### src/rtl/peripheral_bcd_scan_pkg.sv
// peripheral_bcd_scan_pkg: register map, FSM encoding, STATUS bits and segment constants
package peripheral_bcd_scan_pkg;
  localparam int ADDR_CTRL = 0;
  localparam int ADDR_VALUE = 2;
  localparam int ADDR_DPMASK = 4;
  localparam int ADDR_STATUS = 6;
  localparam int ST_BUSY = 0;
  localparam int ST_DONE = 1;
  localparam int ST_OVF = 2;
  // 27-bit operands need at most nine BCD digits
  localparam int BCD_N = 9;
  localparam logic [6:0] SEG_BLANK = 7'h7F;
  localparam logic [6:0] SEG_DASH = 7'b0111111;
  typedef enum logic [1:0] {IDLE, SHIFT, DONE_ST} state_t;
  function automatic logic [4*BCD_N-1:0] dabble(input logic [4*BCD_N-1:0] b);
    logic [4*BCD_N-1:0] r;
    r = b;
    for (int i = 0; i < BCD_N; i++) r[4*i+:4] = (r[4*i+:4] >= 4'd5) ? r[4*i+:4] + 4'd3 : r[4*i+:4];
    return r;
  endfunction
endpackage

### src/rtl/peripheral_bcd_scan_seg_decode.sv
// bcd_seg_decode: BCD digit to active-low segments {g,f,e,d,c,b,a}
module bcd_seg_decode
  import peripheral_bcd_scan_pkg::*;
(
  input  logic [3:0] digit,
  output logic [6:0] segs
);
  always_comb begin
    case (digit)
      4'd0: segs = 7'b1000000;
      4'd1: segs = 7'b1111001;
      4'd2: segs = 7'b0100100;
      4'd3: segs = 7'b0110000;
      4'd4: segs = 7'b0011001;
      4'd5: segs = 7'b0010010;
      4'd6: segs = 7'b0000010;
      4'd7: segs = 7'b1111000;
      4'd8: segs = 7'b0000000;
      4'd9: segs = 7'b0010000;
      default: segs = SEG_BLANK;
    endcase
  end
endmodule

### src/rtl/peripheral_bcd_scan.sv
// peripheral_bcd_scan: bus-mapped binary-to-BCD converter driving a multiplexed 7-segment display
module peripheral_bcd_scan
  import peripheral_bcd_scan_pkg::*;
#(
  parameter int DIGITS = 8,
  parameter int DATA_W = 16,
  parameter int tamPro = 16,
  parameter int tamAddr = 4,
  parameter int SCAN_DIV = 50000
) (
  input  logic               clk,
  input  logic               rst,
  input  logic               cs,
  input  logic               wr,
  input  logic               rd,
  input  logic [tamAddr-1:0] addr,
  input  logic [tamPro-1:0]  din,
  output logic [tamPro-1:0]  dout,
  output logic [6:0]         segs,
  output logic               dp,
  output logic [7:0]         anode
);
  localparam int BW = 4*DIGITS;
  localparam int CW = $clog2(SCAN_DIV);
  localparam int BCD_W = 4*BCD_N;
  state_t state_q, state_d;
  logic [DATA_W-1:0] value_q, value_d, sh_q, sh_d;
  logic [BCD_W-1:0] bcd_q, bcd_d;
  logic [4:0] n_q, n_d;
  logic [BW-1:0] buf_q, buf_d;
  logic [DIGITS-1:0] dpmask_q, dpmask_d;
  logic lzb_q, lzb_d, en_q, en_d, done_q, done_d, ovf_q, ovf_d;
  logic [CW-1:0] cnt_q, cnt_d;
  logic [2:0] idx_q, idx_d;
  logic [6:0] segs_q, segs_d, seg_dec;
  logic dp_q, dp_d;
  logic [7:0] anode_q, anode_d, dpm8;
  logic [31:0] buf32;
  logic [2:0] status;
  logic we, re, wr_ctrl, start, busy, blank;
  always_comb begin
    we = cs && wr;
    re = cs && rd;
    busy = state_q != IDLE;
    wr_ctrl = we && addr == tamAddr'(ADDR_CTRL);
    start = wr_ctrl && din[0] && !busy;
    value_d = (we && addr == tamAddr'(ADDR_VALUE)) ? DATA_W'(din) : value_q;
    dpmask_d = (we && addr == tamAddr'(ADDR_DPMASK)) ? DIGITS'(din) : dpmask_q;
    lzb_d = wr_ctrl ? din[1] : lzb_q;
    en_d = wr_ctrl ? din[2] : en_q;
    state_d = state_q;
    sh_d = sh_q;
    bcd_d = bcd_q;
    n_d = n_q;
    buf_d = buf_q;
    ovf_d = ovf_q;
    // a completion in the same cycle as a STATUS read wins: that read never saw DONE
    done_d = (re && addr == tamAddr'(ADDR_STATUS)) ? 1'b0 : done_q;
    if (start) begin
      state_d = SHIFT;
      sh_d = value_q;
      bcd_d = '0;
      n_d = '0;
    end else if (state_q == SHIFT) begin
      bcd_d = BCD_W'({dabble(bcd_q), sh_q[DATA_W-1]});
      sh_d = sh_q << 1;
      n_d = n_q + 5'd1;
      state_d = (n_q == 5'(DATA_W-1)) ? DONE_ST : SHIFT;
    end else if (state_q == DONE_ST) begin
      buf_d = BW'(bcd_q);
      ovf_d = |(bcd_q >> BW);
      done_d = 1'b1;
      state_d = IDLE;
    end
    status = '0;
    status[ST_BUSY] = busy;
    status[ST_DONE] = done_q;
    status[ST_OVF] = ovf_q;
    dout = !re ? '0 :
           addr == tamAddr'(ADDR_VALUE) ? tamPro'(value_q) :
           addr == tamAddr'(ADDR_DPMASK) ? tamPro'(dpmask_q) :
           addr == tamAddr'(ADDR_STATUS) ? tamPro'(status) : '0;
  end
  bcd_seg_decode u_dec (.digit(buf32[{idx_q, 2'b00} +: 4]), .segs(seg_dec));
  always_comb begin
    cnt_d = (cnt_q == CW'(SCAN_DIV-1)) ? '0 : cnt_q + CW'(1);
    idx_d = (cnt_q != CW'(SCAN_DIV-1)) ? idx_q : (idx_q == 3'(DIGITS-1)) ? 3'd0 : idx_q + 3'd1;
    buf32 = 32'(buf_q);
    dpm8 = 8'(dpmask_q);
    // blank when nothing non-zero sits at or above this digit
    blank = lzb_q && idx_q != 3'd0 && (buf32 >> {idx_q, 2'b00}) == 32'd0;
    segs_d = ovf_q ? SEG_DASH : blank ? SEG_BLANK : seg_dec;
    dp_d = ~dpm8[idx_q];
    anode_d = en_q ? ~(8'd1 << idx_q) : 8'hFF;
  end
  always_ff @(posedge clk or posedge rst) begin
    if (rst) begin
      state_q <= IDLE;
      value_q <= '0;
      sh_q <= '0;
      bcd_q <= '0;
      n_q <= '0;
      buf_q <= '0;
      dpmask_q <= '0;
      lzb_q <= 1'b0;
      en_q <= 1'b1;
      done_q <= 1'b0;
      ovf_q <= 1'b0;
      cnt_q <= '0;
      idx_q <= '0;
      segs_q <= 7'b1000000;
      dp_q <= 1'b1;
      anode_q <= 8'hFE;
    end else begin
      state_q <= state_d;
      value_q <= value_d;
      sh_q <= sh_d;
      bcd_q <= bcd_d;
      n_q <= n_d;
      buf_q <= buf_d;
      dpmask_q <= dpmask_d;
      lzb_q <= lzb_d;
      en_q <= en_d;
      done_q <= done_d;
      ovf_q <= ovf_d;
      cnt_q <= cnt_d;
      idx_q <= idx_d;
      segs_q <= segs_d;
      dp_q <= dp_d;
      anode_q <= anode_d;
    end
  end
  assign segs = segs_q;
  assign dp = dp_q;
  assign anode = anode_q;
endmodule

### config.mk
export PLATFORM = sky130hd
export DESIGN_NAME = peripheral_bcd_scan
export DESIGN_NICKNAME = d
export VERILOG_FILES = /design/src/rtl/peripheral_bcd_scan_pkg.sv /design/src/rtl/peripheral_bcd_scan_seg_decode.sv /design/src/rtl/peripheral_bcd_scan.sv
export SDC_FILE = /design/constraint.sdc
export NUM_CORES = 1
export LEC_CHECK = 0
export ABC_AREA = 0
export CAP_MARGIN = 10
export CORE_MARGIN = 1
export CORE_UTILIZATION = 59
export DETAILED_ROUTE_END_ITERATION = 10
export PLACE_DENSITY = 0.8
export SLEW_MARGIN = 20
export SYNTH_ARGS = -nofsm -noshare
export SYNTH_HDL_FRONTEND = slang
export SYNTH_SLANG_ARGS = --single-unit
### constraint.sdc
create_clock -name clk -period 5.71 [get_ports clk]
set_input_delay 1.142 -clock clk [delete_from_list [all_inputs] [get_ports clk]]
set_output_delay 1.142 -clock clk [all_outputs]
set_load 0.05 [all_outputs]
==> results.json <==
{
  "synthAdderAreaFrac_pct": 5.30,
  "cp-startpoint": "addr[2]",
  "setup_slack_ns": 0.953,
  "synth_cells": 738,
  "slew-limit-headroom_pct": 29.5,
  "layout-drive-gt1-share_pct": 14.4,
  "synth_top_family_by_area": "simple AND/OR/NAND/NOR gates",
  "rr_worst_depth": 8,
  "max-vdd-ir-drop_uv": 277,
  "synth-simple-area-share_pct": 14.4,
  "clockRootBuffer": "clkbuf_16",
  "syn-num-nets": 796,
  "ys_ff_latch": 154,
  "synth_edf_count": 0,
  "drt_wl_total_mm": 17.2,
  "diodes": 0,
  "postCtsSetupBuffers": 0,
  "hold_class": "flip-flop to flip-flop",
  "cts.clk_slew.worst_paths_ns": 0.06,
  "synth_area_per_cell_sq_um": 10.6,
  "r2r_setup_slack_ns": 2.79,
  "leakagePower_nw": 4.03,
  "gr-usage-all-layers_pct": 27.2,
  "avgViaCountPerCell": 5.98,
  "netlist.top_cell.by_area": "dfrtp_1",
  "core_area_sq_um": 12700,
  "cts_made_buffers": 17,
  "drt_iter0_drc": 574,
  "cts_buffer_depth": 2,
  "path_max_fanout": 8,
  "hp-start": "sh_q[15]$_DFFE_PP0P_",
  "grt-ovfl-total": 0,
  "ys_types": 56,
  "worstSkewPairLatency_ns": 0.43,
  "min_delay_path_depth": 2,
  "wl_per_cell_microns": 17.7,
  "die_x_microns": 117,
  "worstSetupEndpointType": "output pin",
  "ctsHoldBuffers": 0,
  "min_period_over_period_pct": 83.3,
  "drv_slew": 0,
  "routabilityCongestion": 0.885,
  "status": "finished clean",
  "area_growth_pct": 16.8,
  "netlist_top_cells_area": "dfrtp_1 (46%), mux2_2 (6.4%), ha_1 (5.3%)",
  "ios": 57,
  "grt_pass1_wl_mm": 28.5,
  "die_height_microns": 117,
  "hpwl_mm": 11.4,
  "ys.flop_type": "dfrtp_1",
  "timing_worst_setup_path_type": "primary input to output pin",
  "cts_tree": "yes",
  "drtPass1Iterations": 5,
  "layout.nets": 844,
  "first_global_vias": 5766,
  "start_util_pct": 61.2,
  "synth_xor_area_share_pct": 3.60,
  "die-area_sq_um": 13700,
  "max_stage_delay_ns": 0.82,
  "cts_resized": 0,
  "netlist_area_sq_um": 7790,
  "cts.sinks": 154,
  "htreeDepth": 4,
  "finalSetupViolCount": 0,
  "grt_max_degree": 114,
  "rows": 41,
  "synthArstFlopShare_pct": 100,
  "synth_top_area_share_pct": 46.3,
  "io_buffers": 56,
  "critPathTopFamily": "buffers and inverters",
  "cp_cell_sequence": "clkdlybuf4s50_1, nor4b_1, a22oi_1, nor2_1, clkdlybuf4s50_1",
  "start_kind": "primary input",
  "power_density_nw_per_um2": 432,
  "worstPathRequired_ns": 4.57,
  "cp.depth": 5,
  "finalHoldViolCount": 0,
  "finalCriticalPeriod_ns": 4.76,
  "arrival_ns": 3.61,
  "clock_skew_ns": 0.00925,
  "detail-route-antenna-nets": 0,
  "maxCapViolCount": 0,
  "drc": 0,
  "antenna_found_initial": 0,
  "yosys_warnings": 0,
  "vias": 5806,
  "critPathBufInv": 2,
  "fmax_mhz": 210,
  "rsz0062_at_grt": "no",
  "reg2reg_from": "idx_q[1]$_DFFE_PP0N_",
  "dp_slack_ns": 1.04,
  "seq_area_frac_synth_pct": 49.7,
  "crit_top_cell": "clkdlybuf4s50_1",
  "synth_compound_area_share_pct": 13.3,
  "slowest_stage": "clkdlybuf4s50_1",
  "tns_ns": 0,
  "max_slew.worst_pin.slew_ns": 1.06,
  "synthMuxAreaShare_pct": 10.3
}
## tightest hold or removal path, delay by kind of cell (launching register included)
kind	cells	cell delay (ns)
AND/OR/NAND/NOR	2	0.10
flip-flops	1	0.34
## sequential cells by signal, summed over array words and instances, names as in the netlist
register  count
state_q       2
idx_q         3
n_q           5
dpm8          8
segs          7
en_q          1
ovf_q         1
done_q        1
buf32        32
value_q      16
cnt_q        16
bcd_q        36
anode         8
lzb_q         1
dp            1
sh_q         16
## stage by stage
| step | cells | area [sq um] | total power, mW | hold slack, ns | utilization, % |
|---|---|---|---|---|---|
| floorplan | 738 | 7790 | 2.42 | 0.445 | - |
| global placement | 939 | 8470 | 2.65 | 0.460 | 66.6 |
| detailed placement | 939 | 8470 | 2.73 | 0.464 | 66.6 |
| CTS | 971 | 9090 | 3.94 | 0.479 | 71.5 |
| global route | 971 | 9090 | 4.16 | 0.496 | 71.5 |
| finish | 971 | 9090 | 3.93 | 0.474 | 71.5 |
## final timing paths
kind	to
min in group asynchronous	dpm8[4]$_DFFE_PP0P_
setup reg to reg	segs[6]$_DFF_PP1_
hold reg to reg	sh_q[15]$_DFFE_PP0P_
max in group asynchronous	buf32[2]$_DFFE_PP0P_
hold / removal	sh_q[15]$_DFFE_PP0P_
setup / recovery	dout[4]
## layer usage
layer	up-vias	GRT usage, %	wire [microns]
met5	-	0	0
met4	0	7.51	281
met3	31	5.82	792
met2	157	45.7	8530
met1	2906	35.9	7610
li1	2712	-	-
## cell usage in the layout, fill, tap and decap left out, types with 7 or more instances in the layout
| cell | count |
|---|---|
| clkdlybuf4s50_1 | 56 |
| nor2_1 | 53 |
| nand2b_1 | 11 |
| mux2_2 | 44 |
| nor4_1 | 8 |
| o32ai_1 | 8 |
| clkbuf_16 | 17 |
| nor3_1 | 15 |
| ha_1 | 33 |
| xor2_1 | 18 |
| a21oi_1 | 27 |
| nand3_1 | 20 |
| a32o_1 | 10 |
| dfrtp_1 | 144 |
| a22oi_1 | 21 |
| o22ai_1 | 19 |
| o21ai_0 | 38 |
| xnor2_1 | 14 |
| inv_1 | 24 |
| mux4_2 | 7 |
| and2_1 | 8 |
| o31ai_1 | 10 |
| dfstp_2 | 10 |
| buf_4 | 9 |
| mux2i_1 | 10 |
| nand2_1 | 101 |
## cells by family (layout without fill, tap and decap cells)
logic type               count (synthesis)  after routing
adder cells (fa/ha/maj)                 33             33
AO/OA/AOI/OAI                          151            151
AND/OR/NAND/NOR                        242            242
XOR/XNOR                                32             32
flip-flops                             154            154
multiplexers                            63             63
buffers and inverters                   63            124
## power breakdown
| part | total [mW] | internal [mW] | switching, mW |
|---|---|---|---|
| clock network | 1.18 | 0.740 | 0.444 |
| registers | 1.59 | 1.34 | 0.244 |
| logic | 1.16 | 0.483 | 0.675 |
| total | 3.93 | 2.57 | 1.36 |
## synthesized netlist by cell type, drive strengths merged, types with 2 or more instances
cell type and instances:
a21oi 29, mux2 44, nor2b 5, a211oi 2
nand3 20, dfstp 10, mux4 9, nand2 102
a21o 2, nor2 55, o32ai 8, mux2i 10
clkbuf 19, o22ai 19, a22oi 21, nand4 2
xor2 18, inv 27, buf 17, and3 3
xnor2 14, and2 9, dfrtp 144, o31ai 11
a32o 10, nor3 16, ha 33, o21ai 38
o211ai 5, nor3b 2, nand3b 3, nand2b 12
nor4 9
## final cells by class
type                       count  area, sq um
sequential                   154         3870
multi-input combinational    521         3660
fill                         950         3630
timing repair buffer          65          628
clock buffer                  20          447
tap                          172          215
clock inverter                12          173
inverter                      27          106
Power figures use the tool's default switching activity.
